[src/rtl/regfile_pkg.sv]
// Shared constants and types for the decoded register file.
// Pure definitions: no latency, no backpressure.
package regfile_pkg;

    localparam int REG_ZERO = 0;

    typedef logic [15:0] wr_count_t;
    localparam wr_count_t WR_COUNT_MAX = 16'hFFFF;

    // Register count for an address width; a zero width still yields one register.
    function automatic int num_regs(input int addr_w);
        return (addr_w < 1) ? 1 : (1 << addr_w);
    endfunction

endpackage

[src/rtl/regfile_decoded_decoder.sv]
// N-to-2^N one-hot decoder with enable; purely combinational, zero latency.
// No backpressure: output follows inputs every cycle.
module decoder_onehot #(
    parameter int IN_W = 5
) (
    input  logic                 en,
    input  logic [IN_W-1:0]      in,
    output logic [2**IN_W-1:0]   out
);

    localparam int OUT_W = 2**IN_W;

    always_comb begin
        out = '0;
        if (en) out = OUT_W'(1) << in;
    end

endmodule

[src/rtl/regfile_decoded.sv]
// 1W/2R register file with one-hot write decode, zero register and write status; 1-cycle write, 0-cycle read.
// No backpressure: a write is taken every cycle we=1. REGFILE_BYPASS_EN adds write-first forwarding.
module regfile_decoded
    import regfile_pkg::*;
#(
    parameter int ADDR_W      = 5,
    parameter int DATA_W      = 32,
    parameter int ZERO_REG_EN = 1,
    localparam int NUM_REGS   = num_regs(ADDR_W)
) (
    input  logic                 clk,
    input  logic                 reset,
    input  logic                 we,
    input  logic [ADDR_W-1:0]    waddr,
    input  logic [DATA_W-1:0]    wdata,
    input  logic [ADDR_W-1:0]    raddr_a,
    input  logic [ADDR_W-1:0]    raddr_b,
    output logic [DATA_W-1:0]    rdata_a,
    output logic [DATA_W-1:0]    rdata_b,
    output logic [NUM_REGS-1:0]  wr_onehot_q,
    output logic [15:0]          wr_count_q
);

    logic [NUM_REGS-1:0] onehot;
    logic                zero_hit_w;
    logic                accepted;
    logic [DATA_W-1:0]   regs [NUM_REGS];

    decoder_onehot #(.IN_W(ADDR_W)) u_dec (
        .en  (we),
        .in  (waddr),
        .out (onehot)
    );

    assign zero_hit_w = (ZERO_REG_EN != 0) && (waddr == ADDR_W'(REG_ZERO));
    assign accepted   = we && !zero_hit_w;

    always_ff @(posedge clk or posedge reset) begin
        if (reset) begin
            for (int i = 0; i < NUM_REGS; i++) regs[i] <= '0;
        end else if (accepted) begin
            regs[waddr] <= wdata;
        end
    end

    always_ff @(posedge clk or posedge reset) begin
        if (reset) begin
            wr_onehot_q <= '0;
            wr_count_q  <= '0;
        end else begin
            wr_onehot_q <= onehot & {NUM_REGS{accepted}};
            if (accepted && wr_count_q != WR_COUNT_MAX)
                wr_count_q <= wr_count_q + 16'd1;
        end
    end

    // Zero-register masking is applied last so it overrides forwarding.
    always_comb begin
        rdata_a = regs[raddr_a];
`ifdef REGFILE_BYPASS_EN
        if (accepted && raddr_a == waddr) rdata_a = wdata;
`endif
        if (ZERO_REG_EN != 0 && raddr_a == ADDR_W'(REG_ZERO)) rdata_a = '0;
    end

    always_comb begin
        rdata_b = regs[raddr_b];
`ifdef REGFILE_BYPASS_EN
        if (accepted && raddr_b == waddr) rdata_b = wdata;
`endif
        if (ZERO_REG_EN != 0 && raddr_b == ADDR_W'(REG_ZERO)) rdata_b = '0;
    end

endmodule

[config.mk]
export PLATFORM = sky130hd
export DESIGN_NAME = regfile_decoded
export DESIGN_NICKNAME = d
export VERILOG_FILES = /design/src/rtl/regfile_pkg.sv /design/src/rtl/regfile_decoded_decoder.sv /design/src/rtl/regfile_decoded.sv
export SDC_FILE = /design/constraint.sdc
export NUM_CORES = 2
export LEC_CHECK = 0
export CAP_MARGIN = 5
export CORE_MARGIN = 2
export CORE_UTILIZATION = 29
export DETAILED_ROUTE_END_ITERATION = 10
export GPL_TIMING_DRIVEN = 0
export PLACE_DENSITY = 0.48
export RECOVER_POWER = 50
export SLEW_MARGIN = 20
export SYNTH_ARGS = -nofsm -noshare
export SYNTH_HDL_FRONTEND = slang
export SYNTH_SLANG_ARGS = --single-unit
export TNS_END_PERCENT = 10
[constraint.sdc]
create_clock -name clk -period 42.5 [get_ports clk]
set_input_delay 8.5 -clock clk [delete_from_list [all_inputs] [get_ports clk]]
set_output_delay 8.5 -clock clk [all_outputs]
set_load 0.02 [all_outputs]
* After elaboration in Yosys (flattened, before gate mapping)
Index checks and enable logic that the tools add are counted.
Widths: inputs -> output; s select.
** Cells by class
- $add $sub $neg :: 1
- $lt $le $gt $ge :: 4
- Equal/unequal tests :: 1
- Shift-type cells :: 1
- Multiplexer cells :: 12
- Bitwise operators :: 4
- Reduce and logical (&&, ||, !) cells :: 7
** Operator list (number)
- $bwmux 1024 :: 1
- $bmux 32 s5 :: 2
- $mux 32 :: 8
- $demux 32 s5 :: 1
- $and 32x32->32 :: 1
- $shl 1x5->32 const A :: 1
- $ge 6x6->1 const B :: 3
- $not 5->6 :: 3
- $add 16x1->16 const B :: 1
- $ne 16x16->1 const B :: 1
- $logic_not 5->1 :: 3
- $lt 6x1->1 const B :: 1
- $logic_and 1x1->1 :: 3
- $logic_not 1->1 :: 1
** Storage, ports and cells
- Bits in registers :: 1072
- Input port bits :: 50
- Output and inout port bits :: 112
- Logic and storage cells :: 64

* Logic depth before layout (Yosys ltp)
- Depth in word-level cells :: 6
- Depth in mapped cells :: 7
- Mapped depth without buffers :: 5

* By module
A second synthesis with hierarchy kept.
** Second synthesis, totals
- Cell total of the unflattened synthesis :: 3702
- Area total of the unflattened synthesis :: 56600.5 um2
** By module, submodules not included
- regfile_decoded :: times used 1, cells each 3655, area each 56366.6 um2, seq. area each 26825.7 um2
- decoder_onehot :: times used 1, cells each 47, area each 234.0 um2, seq. area each 0.0 um2

* Worst setup path after synthesis
Ideal clock, no wire load.
- Path type :: input-to-output
- Start point :: in raddr_a[1]
- End point :: out rdata_a[29]
- Arrival time :: 10081 ps
- Data required time :: 34000 ps
- Path slack :: 23919 ps
- Stages on the path :: 7
- Path buffers :: 3
- Cell sequence :: buf_6 -> buf_6 -> nor2b_2 -> buf_4 -> a221oi_2 -> o21ai_0 -> a311oi_1
** On the way
- Longest elaborated chain between the ends :: 5
- Elaborated cells between the ends (all ways) :: 6
- Classes of those cells :: mux: 4; bitwise: 1; reduce/logical: 1
** RTL lines
- from (decl) :: RTL line regfile_decoded.sv:16 : input logic [ADDR_W-1:0] raddr_a,
- $not 5->6 (implied by the code) :: RTL line regfile_decoded.sv:59 : rdata_a = regs[raddr_a];
- $bmux 32 s5 :: RTL line regfile_decoded.sv:59
- $mux 32 (implied by the code) (2 in a row) :: RTL line regfile_decoded.sv:59
- $mux 32 (*) :: RTL line regfile_decoded.sv:63 : if (ZERO_REG_EN != 0 && raddr_a == ADDR_W'(REG_ZERO)) rdata_a = '0;
- to (decl) :: RTL line regfile_decoded.sv:18 : output logic [DATA_W-1:0] rdata_a,
Mark *: on every way between the ends. The rest lies on a longest branch, timed or not. The select of a mux whose other input is x is not followed.

* Final worst setup path
- Start point :: in raddr_a[3]
- End point :: out rdata_a[13]
The elaborated chain is that of the path after synthesis.

==> reports/qor_table.md <==
| Result | This run | Unit |
| --- | --- | --- |
| Total cell area at the placement stage | 61600 | um^2 |
| Number of endpoints failing setup at the final stage | 0 | - |
| Number of maximum-capacitance constraint violations | 13 | - |
| Post-CTS resize count | 0 | - |
| Area of the core | 194000 | um^2 |
| Register bit count reported by yosys | 1072 | - |
| Power per cell area | 48.8 | nW/um^2 |
| Cell Count, Final, Fillers Out | 6691 | - |
| Peak fanout along the critical path | 10 | - |
| Sequential element share of the synthesized area | 47.4 | % |
| Overall Power | 3.21 | mW |
| Standby leakage power | 27.8 | nW |
| Sequential Area | 26800 | um^2 |
| Start of the worst register-to-register path | wr_count_q[0] | - |
| Wire per inst | 34.0 | um |
| Clock skew after layout | 3.27 | ps |
| Count of fill cells added during filler insertion | 18900 | - |
| Worst-case register-to-register setup slack | 40510 | ps |
| Worst Setup SP | raddr_a[3] | - |
| Combined area of all synthesized cells | 56500 | um^2 |
| Register clock-pin slew on the reported worst setup and hold paths | 50 | ps |
| Num CTS Buffers | 130 | - |
| Synthesis-to-layout area growth | 16.3 | % |
| Run status | finished, violations left | - |
| Area of the multi-input gates | 27300 | um^2 |
| Routability congestion estimate from global placement | 0.950 | - |
| Max-slew violation count | 978 | - |
| Period utilisation layout | 50.9 | % |
| Startpoint Class | input pin | - |
| Measured slew at the worst slew-check pin | 5350 | ps |
| Crit end category | output pin | - |
| Fraction of layout instances using a drive strength above 1 | 45.9 | % |
| Die Height | 446 | um |
| CTS sink cnt | 1072 | - |
| TritonCTS clock tree | yes | - |
| Critical Path RT | 34000 | ps |
| Detailed-route DRC error count | 0 | - |
| Die Outline Area | 199000 | um^2 |
| Initial Utilization | 29.1 | % |
| Number of ports placed on the die boundary | 162 | - |
| Worst setup slack after layout | 20890 | ps |
| Number of rows created at floorplan | 162 | - |
| Critical Path End | rdata_a[13] | - |
| Die W | 446 | um |
| Reg2Reg Capture Point | wr_count_q[9] | - |
| Total Wirelength | 228 | mm |
| Leftover overflow at the end of global routing | 0 | - |
| Worst setup timing slack at the placement stage | 21070 | ps |
| Most frequently used flop master after synthesis | sky130_fd_sc_hd__dfrtp_1 | - |
| Number of standard cells after synthesis | 3748 | - |
| Largest area contributor in the netlist | sky130_fd_sc_hd__dfrtp_1 | - |
| Placed wire-length estimate after detailed placement | 167 | mm |
| Avg Cell Area, Syn | 15.1 | um^2 |
| Area contributors post-synth | sky130_fd_sc_hd__dfrtp_1 (47%), sky130_fd_sc_hd__mux2_2 (20%), sky130_fd_sc_hd__mux4_2 (17%) | - |
| Number of global-route vias before repair | 38900 | - |
| Placed insts | 6452 | - |
| Post-route setup TNS | 0 | ps |
| Hold bufs inserted after CTS | 0 | - |
| Finished Cell Area | 65700 | um^2 |
| Number of buffer cells added on primary ports | 149 | - |
| Post-Route Hold Slack | 477 | ps |
| Largest buffer count on any clock path | 3 | - |
| 1st-iter DRT viols | 3183 | - |
| Post-CTS setup buffer count | 0 | - |
| Via density per instance | 5.59 | - |
| Layout net count | 4093 | - |
| Async set or reset register ratio after synthesis | 100 | % |
| Number of hold violations in the final report | 0 | - |
| RSZ-0062 raised after global routing | false | - |
| Type of the most critical hold path | reg -> reg | - |
| Highest attainable clock frequency | 46.3 | MHz |
| Startpoint-to-endpoint class of the critical path | in -> out | - |
| Worst-Skew Late Latency | 770 | ps |
| First-pass GRT wire length | 317 | mm |
| Antenna violations before repair | 6 | - |
| Number of nets produced by synthesis | 3799 | - |
| Router iterations before antenna repair | 5 | - |
| Root Buffer Master | sky130_fd_sc_hd__clkbuf_16 | - |
| CTS H-tree depth | 4 | - |
| Synth warn | 0 | - |
| Highest ir drop seen on vdd | 48.8 | uV |
| Detailed-route via count | 37400 | - |
| Post-route ant nets | 0 | - |
| Pin count of the biggest net entering global routing | 95 | - |
| Utilization of the core after routing | 33.8 | % |
| Failing checks | capacitance limit, slew limit | - |
| Slew headroom | -257 | % |
| Reg2Reg Depth | 5 | - |
| Overall global routing resource usage | 22.9 | % |
| Data arrival at the endpoint of the critical path | 13110 | ps |
| Number of enable flip-flop cells after synthesis | 0 | - |
| Synth top area share | 47.4 | % |
| Synth cell types | 54 | - |
| Shortest period the worst path allows | 21610 | ps |
-- how the worst min path moves through the flow --
stage,start,to,depth (start not counted)
2_1_floorplan,regs[1019],regs[1019],1
3_3_place_gp,regs[1007],regs[1007],1
3_5_place_dp,regs[995],regs[995],1
4_1_cts,regs[1008],regs[1008],1
5_1_grt,regs[995],regs[995],1
6_report,regs[995],regs[995],1
-- power breakdown --
group | total (mW) | switching [mW] | internal (mW)
combinational | 0.677 | 0.316 | 0.361
sequential | 1.35 | 0.143 | 1.21
clock | 1.18 | 0.475 | 0.700
-- cell families (layout without fill, tap and decap cells) --
family | count (synthesis) | in the layout | share of synthesized area (%)
fa+ha+maj | 1 | 1 | 0.0221
mux | 1633 | 1633 | 41.2
flops | 1072 | 1072 | 47.4
simple gates | 195 | 195 | 2.03
compound gates | 375 | 375 | 4.83
xor+xnor | 14 | 14 | 0.217
other cells | 1 | 3 | 0.00663
buf+inv | 457 | 856 | 4.22
-- routing by layer --
metal	up-vias	part of all wire (%)	routed length (um)	global-route usage, %
li1	15100	-	-	-
met1	20400	41	93400	29.4
met2	1446	47	106000	36.0
met3	461	6.4	14600	5.01
met4	2	5.9	13500	12.2
met5	-	0.0084	19	0
-- cell usage after synthesis (all sizes together) (23+ instances only) --
| cell | instances |
|---|---|
| a211oi | 64 |
| a221oi | 46 |
| a22oi | 64 |
| a311oi | 64 |
| buf | 240 |
| clkbuf | 194 |
| dfrtp | 1072 |
| inv | 23 |
| mux2 | 1057 |
| mux2i | 128 |
| mux4 | 448 |
| nand2 | 53 |
| nor2 | 23 |
| nor2b | 70 |
| o21ai | 111 |
-- state kept, by name, summed over array words and instances, names as in the netlist --
name / count
regs: 1024
wr_count_q: 16
wr_onehot_q: 32
-- worst max-delay path: stages --
cell and delay, ps:
sky130_fd_sc_hd__clkdlybuf4s50_1 590, sky130_fd_sc_hd__clkbuf_1 680, sky130_fd_sc_hd__nor2b_1 850, sky130_fd_sc_hd__buf_2 420, sky130_fd_sc_hd__a22oi_1 270, sky130_fd_sc_hd__a311oi_1 970, sky130_fd_sc_hd__clkdlybuf4s50_1 800
-- layout make-up --
class / instances / area share, %
timing repair buffer: 162 / 2.38
inverter: 23 / 0.133
buffer: 434 / 3.47
multi-input combinational: 2219 / 41.6
clock buffer: 195 / 5.91
antenna: 2 / 0.00761
sequential: 1072 / 40.8
clock inverter: 42 / 0.868
tap: 2542 / 4.84
-- layout by cell type (no fill, tap or decap), types with 21 or more instances in the layout --
cell type,instances
sky130_fd_sc_hd__a211oi_1,64
sky130_fd_sc_hd__a221oi_1,44
sky130_fd_sc_hd__a22oi_1,64
sky130_fd_sc_hd__a311oi_1,58
sky130_fd_sc_hd__buf_2,125
sky130_fd_sc_hd__buf_4,60
sky130_fd_sc_hd__buf_6,35
sky130_fd_sc_hd__clkbuf_1,249
sky130_fd_sc_hd__clkbuf_16,133
sky130_fd_sc_hd__clkbuf_8,32
sky130_fd_sc_hd__clkdlybuf4s50_1,147
sky130_fd_sc_hd__dfrtp_1,1072
sky130_fd_sc_hd__mux2_1,60
sky130_fd_sc_hd__mux2_2,997
sky130_fd_sc_hd__mux2i_1,128
sky130_fd_sc_hd__mux4_2,438
sky130_fd_sc_hd__nand2_1,53
sky130_fd_sc_hd__nor2b_1,68
sky130_fd_sc_hd__o2111ai_1,21
sky130_fd_sc_hd__o21ai_0,93
(Power assumes the default switching activity.)
